File: src/rtl/aes_spi_scheduler_if.sv
// rtl/aes_spi_scheduler_if.sv - client-side request/result bus of the AES SPI scheduler
interface aes_spi_scheduler_if #(
  parameter int NK = 4
);
  logic              req_enc;
  logic [0:127]      enc_data;
  logic [0:NK*32-1]  enc_key;
  logic              req_dec;
  logic [0:127]      dec_data;
  logic [0:NK*32-1]  dec_key;
  logic              ack_enc;
  logic              ack_dec;
  logic [127:0]      data_out;
  logic              done_out_Enc;
  logic              done_out_Dec;
  logic              busy;

  // Requester side: raises requests and operands, observes acks and results
  modport master (
    output req_enc, enc_data, enc_key, req_dec, dec_data, dec_key,
    input  ack_enc, ack_dec, data_out, done_out_Enc, done_out_Dec, busy
  );

  // Scheduler side
  modport slave (
    input  req_enc, enc_data, enc_key, req_dec, dec_data, dec_key,
    output ack_enc, ack_dec, data_out, done_out_Enc, done_out_Dec, busy
  );
endinterface

File: src/rtl/aes_spi_scheduler.sv
// rtl/aes_spi_scheduler.sv - round-robin scheduler and SPI framer for shared AES encrypt/decrypt slaves
module aes_spi_scheduler #(
  parameter int Nk  = 4,
  parameter int Nr  = 10,
  parameter int GAP = 4
) (
  input  logic clk,
  input  logic rst,
  aes_spi_scheduler_if.slave bus,
  output logic MOSI,
  output logic CS_enc,
  output logic CS_dec,
  input  logic MISO_Enc,
  input  logic MISO_Dec
);
  localparam int KEY_W   = Nk * 32;
  localparam int FRAME_W = 128 + KEY_W;
  localparam int CW      = 16;

  localparam logic [CW-1:0] LAST_DATA = CW'(127);
  localparam logic [CW-1:0] LAST_KEY  = CW'(KEY_W - 1);
  localparam logic [CW-1:0] LAST_GAP  = CW'(GAP - 1);
  localparam logic [CW-1:0] LAST_RECV = CW'(127);

  // Nr only configures the slaves; it is checked here so a bad set fails at elaboration.
  if (GAP < 1 || !(Nk == 4 || Nk == 6 || Nk == 8) || !(Nr == 10 || Nr == 12 || Nr == 14)) begin : g_bad_param
    $error("aes_spi_scheduler: unsupported Nk/Nr/GAP combination");
  end

  typedef enum logic [2:0] {
    S_IDLE, S_SEND_DATA, S_SEND_KEY, S_GAP, S_RECV, S_DONE
  } state_t;

  state_t               state_q, state_d;
  logic [CW-1:0]        cnt_q, cnt_d;
  logic [0:FRAME_W-1]   frame_q, frame_d;
  logic                 sel_q, sel_d;             // 1 = decrypt job in flight
  logic                 last_dec_q, last_dec_d;   // 1 = last grant went to decrypt
  logic                 mosi_q, mosi_d;
  logic                 cs_enc_q, cs_enc_d;
  logic                 cs_dec_q, cs_dec_d;
  logic [127:0]         dout_q, dout_d;
  logic                 ack_enc_q, ack_enc_d;
  logic                 ack_dec_q, ack_dec_d;
  logic                 done_enc_q, done_enc_d;
  logic                 done_dec_q, done_dec_d;
  logic                 busy_q, busy_d;

  logic                 grant_enc, grant_dec;
  logic [0:FRAME_W-1]   sel_frame;

  // Next-state and registered-output computation for the frame sequencer
  always_comb begin
    state_d    = state_q;
    cnt_d      = cnt_q + CW'(1);
    frame_d    = frame_q;
    sel_d      = sel_q;
    last_dec_d = last_dec_q;
    mosi_d     = 1'b0;
    cs_enc_d   = cs_enc_q;
    cs_dec_d   = cs_dec_q;
    dout_d     = dout_q;
    ack_enc_d  = 1'b0;
    ack_dec_d  = 1'b0;
    done_enc_d = 1'b0;
    done_dec_d = 1'b0;

    // Round-robin: on a tie the side that did not win last time goes first.
    grant_enc = bus.req_enc && (!bus.req_dec || last_dec_q);
    grant_dec = bus.req_dec && !grant_enc;
    sel_frame = grant_dec ? {bus.dec_data, bus.dec_key} : {bus.enc_data, bus.enc_key};

    case (state_q)
      S_IDLE: begin
        cnt_d = '0;
        if (grant_enc || grant_dec) begin
          state_d    = S_SEND_DATA;
          sel_d      = grant_dec;
          last_dec_d = grant_dec;
          // Bit 0 goes out immediately; the shadow register keeps the rest.
          mosi_d     = sel_frame[0];
          frame_d    = sel_frame << 1;
          ack_enc_d  = grant_enc;
          ack_dec_d  = grant_dec;
          cs_enc_d   = !grant_enc;
          cs_dec_d   = !grant_dec;
        end
      end
      S_SEND_DATA: begin
        mosi_d  = frame_q[0];
        frame_d = frame_q << 1;
        if (cnt_q == LAST_DATA) begin
          state_d = S_SEND_KEY;
          cnt_d   = '0;
        end
      end
      S_SEND_KEY: begin
        frame_d = frame_q << 1;
        if (cnt_q == LAST_KEY) begin
          state_d = S_GAP;
          cnt_d   = '0;
        end else begin
          mosi_d = frame_q[0];
        end
      end
      S_GAP: begin
        if (cnt_q == LAST_GAP) begin
          state_d = S_RECV;
          cnt_d   = '0;
        end
      end
      S_RECV: begin
        dout_d = {dout_q[126:0], sel_q ? MISO_Dec : MISO_Enc};
        if (cnt_q == LAST_RECV) begin
          state_d    = S_DONE;
          cnt_d      = '0;
          cs_enc_d   = 1'b1;
          cs_dec_d   = 1'b1;
          done_enc_d = !sel_q;
          done_dec_d = sel_q;
        end
      end
      S_DONE: begin
        state_d = S_IDLE;
        cnt_d   = '0;
      end
      default: begin
        state_d  = S_IDLE;
        cnt_d    = '0;
        cs_enc_d = 1'b1;
        cs_dec_d = 1'b1;
      end
    endcase

    busy_d = (state_d != S_IDLE);
  end

  // State and output registers; reset aborts any frame in progress
  always_ff @(posedge clk) begin
    if (rst) begin
      state_q    <= S_IDLE;
      cnt_q      <= '0;
      frame_q    <= '0;
      sel_q      <= 1'b0;
      last_dec_q <= 1'b1;
      mosi_q     <= 1'b0;
      cs_enc_q   <= 1'b1;
      cs_dec_q   <= 1'b1;
      dout_q     <= '0;
      ack_enc_q  <= 1'b0;
      ack_dec_q  <= 1'b0;
      done_enc_q <= 1'b0;
      done_dec_q <= 1'b0;
      busy_q     <= 1'b0;
    end else begin
      state_q    <= state_d;
      cnt_q      <= cnt_d;
      frame_q    <= frame_d;
      sel_q      <= sel_d;
      last_dec_q <= last_dec_d;
      mosi_q     <= mosi_d;
      cs_enc_q   <= cs_enc_d;
      cs_dec_q   <= cs_dec_d;
      dout_q     <= dout_d;
      ack_enc_q  <= ack_enc_d;
      ack_dec_q  <= ack_dec_d;
      done_enc_q <= done_enc_d;
      done_dec_q <= done_dec_d;
      busy_q     <= busy_d;
    end
  end

  assign MOSI             = mosi_q;
  assign CS_enc           = cs_enc_q;
  assign CS_dec           = cs_dec_q;
  assign bus.ack_enc      = ack_enc_q;
  assign bus.ack_dec      = ack_dec_q;
  assign bus.data_out     = dout_q;
  assign bus.done_out_Enc = done_enc_q;
  assign bus.done_out_Dec = done_dec_q;
  assign bus.busy         = busy_q;
endmodule

File: src/flat_wrapper.sv
// flat-port wrapper written by rule: the top's interface ports become plain ports
module aes_spi_scheduler_flat 
#(
  parameter int Nk  = 4,
  parameter int Nr  = 10,
  parameter int GAP = 4
)
  (clk, rst, MOSI, CS_enc, CS_dec, MISO_Enc, MISO_Dec, bus_req_enc, bus_enc_data, bus_enc_key, bus_req_dec, bus_dec_data, bus_dec_key, bus_ack_enc, bus_ack_dec, bus_data_out, bus_done_out_Enc, bus_done_out_Dec, bus_busy);
  aes_spi_scheduler_if bus_i ();
  input  logic clk;
  input  logic rst;
  output logic MOSI;
  output logic CS_enc;
  output logic CS_dec;
  input  logic MISO_Enc;
  input  logic MISO_Dec;
  input wire logic [$bits(bus_i.req_enc)-1:0] bus_req_enc;
  input wire logic [$bits(bus_i.enc_data)-1:0] bus_enc_data;
  input wire logic [$bits(bus_i.enc_key)-1:0] bus_enc_key;
  input wire logic [$bits(bus_i.req_dec)-1:0] bus_req_dec;
  input wire logic [$bits(bus_i.dec_data)-1:0] bus_dec_data;
  input wire logic [$bits(bus_i.dec_key)-1:0] bus_dec_key;
  output wire logic [$bits(bus_i.ack_enc)-1:0] bus_ack_enc;
  output wire logic [$bits(bus_i.ack_dec)-1:0] bus_ack_dec;
  output wire logic [$bits(bus_i.data_out)-1:0] bus_data_out;
  output wire logic [$bits(bus_i.done_out_Enc)-1:0] bus_done_out_Enc;
  output wire logic [$bits(bus_i.done_out_Dec)-1:0] bus_done_out_Dec;
  output wire logic [$bits(bus_i.busy)-1:0] bus_busy;
  assign bus_i.req_enc = bus_req_enc;
  assign bus_i.enc_data = bus_enc_data;
  assign bus_i.enc_key = bus_enc_key;
  assign bus_i.req_dec = bus_req_dec;
  assign bus_i.dec_data = bus_dec_data;
  assign bus_i.dec_key = bus_dec_key;
  assign bus_ack_enc = bus_i.ack_enc;
  assign bus_ack_dec = bus_i.ack_dec;
  assign bus_data_out = bus_i.data_out;
  assign bus_done_out_Enc = bus_i.done_out_Enc;
  assign bus_done_out_Dec = bus_i.done_out_Dec;
  assign bus_busy = bus_i.busy;
  aes_spi_scheduler #(.Nk(Nk), .Nr(Nr), .GAP(GAP)) u_core (.clk(clk), .rst(rst), .bus(bus_i), .MOSI(MOSI), .CS_enc(CS_enc), .CS_dec(CS_dec), .MISO_Enc(MISO_Enc), .MISO_Dec(MISO_Dec));
endmodule
File: config.mk
export PLATFORM = sky130hd
export DESIGN_NAME = aes_spi_scheduler_flat
export DESIGN_NICKNAME = d
export VERILOG_FILES = /design/src/rtl/aes_spi_scheduler_if.sv /design/src/rtl/aes_spi_scheduler.sv /design/src/flat_wrapper.sv
export SDC_FILE = /design/constraint.sdc
export NUM_CORES = 1
export LEC_CHECK = 0
export ABC_AREA = 1
export CAP_MARGIN = 20
export CORE_AREA = 4 4 250 252
export CTS_BUF_LIST = sky130_fd_sc_hd__clkbuf_4 sky130_fd_sc_hd__clkbuf_8 sky130_fd_sc_hd__clkbuf_16
export CTS_CLUSTER_DIAMETER = 120
export DETAILED_ROUTE_END_ITERATION = 10
export DIE_AREA = 0 0 254 256
export GPL_ROUTABILITY_DRIVEN = 0
export GPL_TIMING_DRIVEN = 1
export PLACE_DENSITY = 0.6
export SLEW_MARGIN = 20
export SYNTH_ARGS = -nofsm -noshare
export SYNTH_HDL_FRONTEND = slang
export SYNTH_SLANG_ARGS = --single-unit
File: constraint.sdc
create_clock -name clk -period 2.9 [get_ports clk]
set_input_delay 0.29 -clock clk [delete_from_list [all_inputs] [get_ports clk]]
set_output_delay 0.29 -clock clk [all_outputs]
set_load 0.02 [all_outputs]
==> flow_metrics.tcl <==
set metrics [dict create \
    status "complete, no violations" \
    path_cells "inv_1 > nand3_1 > nand2_4 > buf_12 > nand2_1 > nand2_1 > a21oi_1 > nor2_1" \
    port_buffers 653 \
    post_cts_buffers 0 \
    synth_top_area_share_pct 41.1 \
    grt_usage_pct 20.6 \
    ys_ff_latch 412 \
    rsz0062_at_grt "false" \
    whs_path_depth 3 \
    synth_area_mm2 0.0201 \
    yosys_warnings 0 \
    fin_util_pct 48.1 \
    drc 0 \
    cellPowerDensity_mw_per_mm2 549 \
    hold_class "in -> reg" \
    synth_cell_type_count 30 \
    drv_cap 0 \
    layout-drive-gt1-share_pct 4.10 \
    r2r_start "u_core.state_q[2]$_SDFF_PP0_" \
    r2r_cells 8 \
    r2r_setup_slack_ns 0.67 \
    drt_iter0_drc 1354 \
    dieArea_mm2 0.0650 \
    grt_pass1_wl_um 109000 \
    worstPathRequired_ns 3.36 \
    synthToLayoutAreaGrowth_pct 44.1 \
    start_util_pct 33.4 \
    vdd_drop_max_uv 409 \
    clock_sinks 412 \
    seqCellArea_mm2 0.00825 \
    grt_max_degree 193 \
    place_hpwl_um 50500 \
    setup-tns-final_ns 0 \
    power_leakage_nw 12.7 \
    wl_per_cell_um 15.7 \
    dr.pass1.iters 5 \
    period_share_pct 76.8 \
    hold_start "MISO_Enc" \
    synth-seq-area-share_pct 41.1 \
    max_freq_ghz 0.449 \
    crit_top_cell "nand2_1" \
    grt_pass1_vias 19986 \
    cp_slowest_stage_delay_ns 0.46 \
    synth.area.top_cells "dfxtp_1 (41%), nand2_1 (25%), nor2_1 (10%)" \
    synth_top_cell_by_area "dfxtp_1" \
    crit_buf_inv 2 \
    fin_nets 4283 \
    holdPathEnd "u_core.bus.data_out[0]$_SDFFE_PP0N_" \
    r2r_end "u_core.frame_q[166]$_SDFFE_PP0P_" \
    arrival_ns 2.69 \
    cts_max_level 2 \
    antenna_found_initial 4 \
    drt_wl_total_um 72000 \
    ctsResizeCount 0 \
    multiInputGateArea_mm2 0.0106 \
    slew_headroom_pct 22.2 \
    skew_ns 0.0330 \
    crit_cells 8 \
    worst-path-max-fanout 192 \
    dp.cells 4497 \
    end_kind "register" \
    worst_pin_slew_ns 1.17 \
    critPathTopFamily "simple AND/OR/NAND/NOR gates" \
    fin_cells 4586 \
    chipWidth_um 254 \
    core_mm2 0.0601 \
    syn_inst 3248 \
    cts_tree "built" \
    ant_nets 0 \
    setup_viol 0 \
    ctsHoldBuffers 0 \
    rows 90 \
    insertion_delay_ns 0.59 \
    start_kind "register" \
    overflow 0 \
    clk_path_buf_depth 3 \
    tritoncts.num_buffers 47 \
    path_clk_slew_ns 0.06 \
    die_h_um 256 \
    vias 21784 \
    synth_area_per_cell_um2 6.18 \
    period_needed_ns 2.23 \
    slew_violations 0 \
    viasPerCell 4.75 \
    cts-root-buf "clkbuf_16" \
    syn_nets 3767 \
    hold_viol 0 \
    crit_slowest_cell "dfxtp_1" \
    critical_path_class "reg -> reg" \
    ioPinCount 654 \
    fillers 6219 \
]
[worst register-to-register path, cell delays in order, from the launching register on]
cell and delay, ns:
dfxtp_1 0.46, inv_1 0.13, nand3_1 0.20, nand2_4 0.12, buf_12 0.21, nand2_1 0.62
nand2_1 0.07, a21oi_1 0.24, nor2_1 0.06
[cells by family after synthesis]
| family | after synthesis | synth area share, % |
|---|---|---|
| buffers and inverters | 268 | 6.09 |
| AO/OA/AOI/OAI | 653 | 16.4 |
| XOR/XNOR | 9 | 0.393 |
| AND/OR/NAND/NOR | 1905 | 35.9 |
| adder cells (fa/ha/maj) | 1 | 0.0624 |
| flip-flops | 412 | 41.1 |
[synth_stat cells]
master / n
nor2_1: 554
buf_2: 38
a21oi_1: 257
nor2_4: 1
o22ai_1: 1
buf_6: 22
a21boi_2: 1
nand2_1: 1323
clkbuf_1: 161
a31oi_1: 2
nor3_1: 3
o211ai_1: 2
xor2_1: 8
o21ai_0: 387
o21ai_2: 1
nand3b_1: 1
nand2_2: 1
dfxtp_1: 412
inv_1: 24
ha_1: 1
nor2_2: 1
o21bai_1: 2
xnor2_1: 1
nand3_1: 16
clkinv_1: 1
inv_2: 2
or2_2: 1
nand4_1: 4
buf_1: 19
buf_4: 1
[per-stage QoR]
step	hold slack, ns	area [µm²]	setup WS [ns]	total power, mW
3_5_place_dp	0.437	27200	0.499	9.77
3_3_place_gp	0.430	27200	0.555	9.76
4_1_cts	0.232	28900	0.724	16.1
6_report	0.283	28900	0.672	15.9
2_1_floorplan	0.418	20100	1.32	8.41
5_1_grt	0.262	28900	0.526	16.7
[cell type report]
cell class	count	area share [%]
inverters	27	0.437
multi-input cells	2568	36.7
flip-flops and latches	412	28.5
clock inverters	12	0.602
well taps	782	3.39
diodes	1	0.00866
clock buffers	76	5.15
repair buffers	708	25.1
[layout by cell type, fill, tap and decap left out, types with 2 or more instances in the layout]
master | Yosys | routed
a31oi_1 | 2 | 2
inv_8 | 0 | 3
xor2_1 | 8 | 8
bufinv_16 | 0 | 2
clkdlybuf4s50_1 | 0 | 653
nor3_1 | 3 | 3
clkbuf_16 | 0 | 47
a21oi_1 | 257 | 257
dfxtp_1 | 412 | 412
o21bai_1 | 2 | 2
o211ai_1 | 2 | 2
buf_12 | 0 | 25
nand3_1 | 16 | 16
buf_4 | 1 | 30
nand2_4 | 0 | 2
nand2_1 | 1323 | 1321
o21ai_0 | 387 | 387
clkinv_2 | 0 | 6
inv_1 | 24 | 22
nor2_1 | 554 | 554
clkbuf_8 | 0 | 15
nor2_4 | 1 | 2
clkinv_16 | 0 | 2
clkbuf_4 | 0 | 14
nand4_1 | 4 | 4
[where the power goes]
part | total [mW] | internal, mW | leakage (nW) | switching [mW]
Clock | 6.21 | 3.72 | 0.833 | 2.49
Combinational | 3.25 | 1.47 | 8.46 | 1.78
Sequential | 6.40 | 6.17 | 3.38 | 0.229
[sequential cells by signal, summed over array words and instances (netlist names), 3 cells and up]
signal and count:
u_core.bus.data_out 128, u_core.cnt_q 16, u_core.frame_q 255, u_core.state_q 3
[per-layer routing]
metal	wire length (µm)	vias up	GRT usage, %
met3	3700	96	3.55
met1	31400	9853	26.4
li1	-	11291	-
met5	41	-	0
met4	1710	6	5.68
met2	35200	538	35.6
[how the worst max path moves through the flow]
stage / to / startpoint / slack (ns)
after CTS: u_core.frame_q[111]$_SDFFE_PP0P_ / u_core.state_q[2]$_SDFF_PP0_ / 0.72
after global routing: u_core.frame_q[214]$_SDFFE_PP0P_ / u_core.state_q[2]$_SDFF_PP0_ / 0.53
after detailed placement: u_core.frame_q[50]$_SDFFE_PP0P_ / bus_req_dec / 0.50
after floorplan: u_core.frame_q[137]$_SDFFE_PP0P_ / u_core.state_q[1]$_SDFF_PP0_ / 1.32
final: u_core.frame_q[166]$_SDFFE_PP0P_ / u_core.state_q[2]$_SDFF_PP0_ / 0.67
after global placement: u_core.frame_q[50]$_SDFFE_PP0P_ / bus_req_dec / 0.55
No activity file was read; power rests on OpenSTA's default activity.
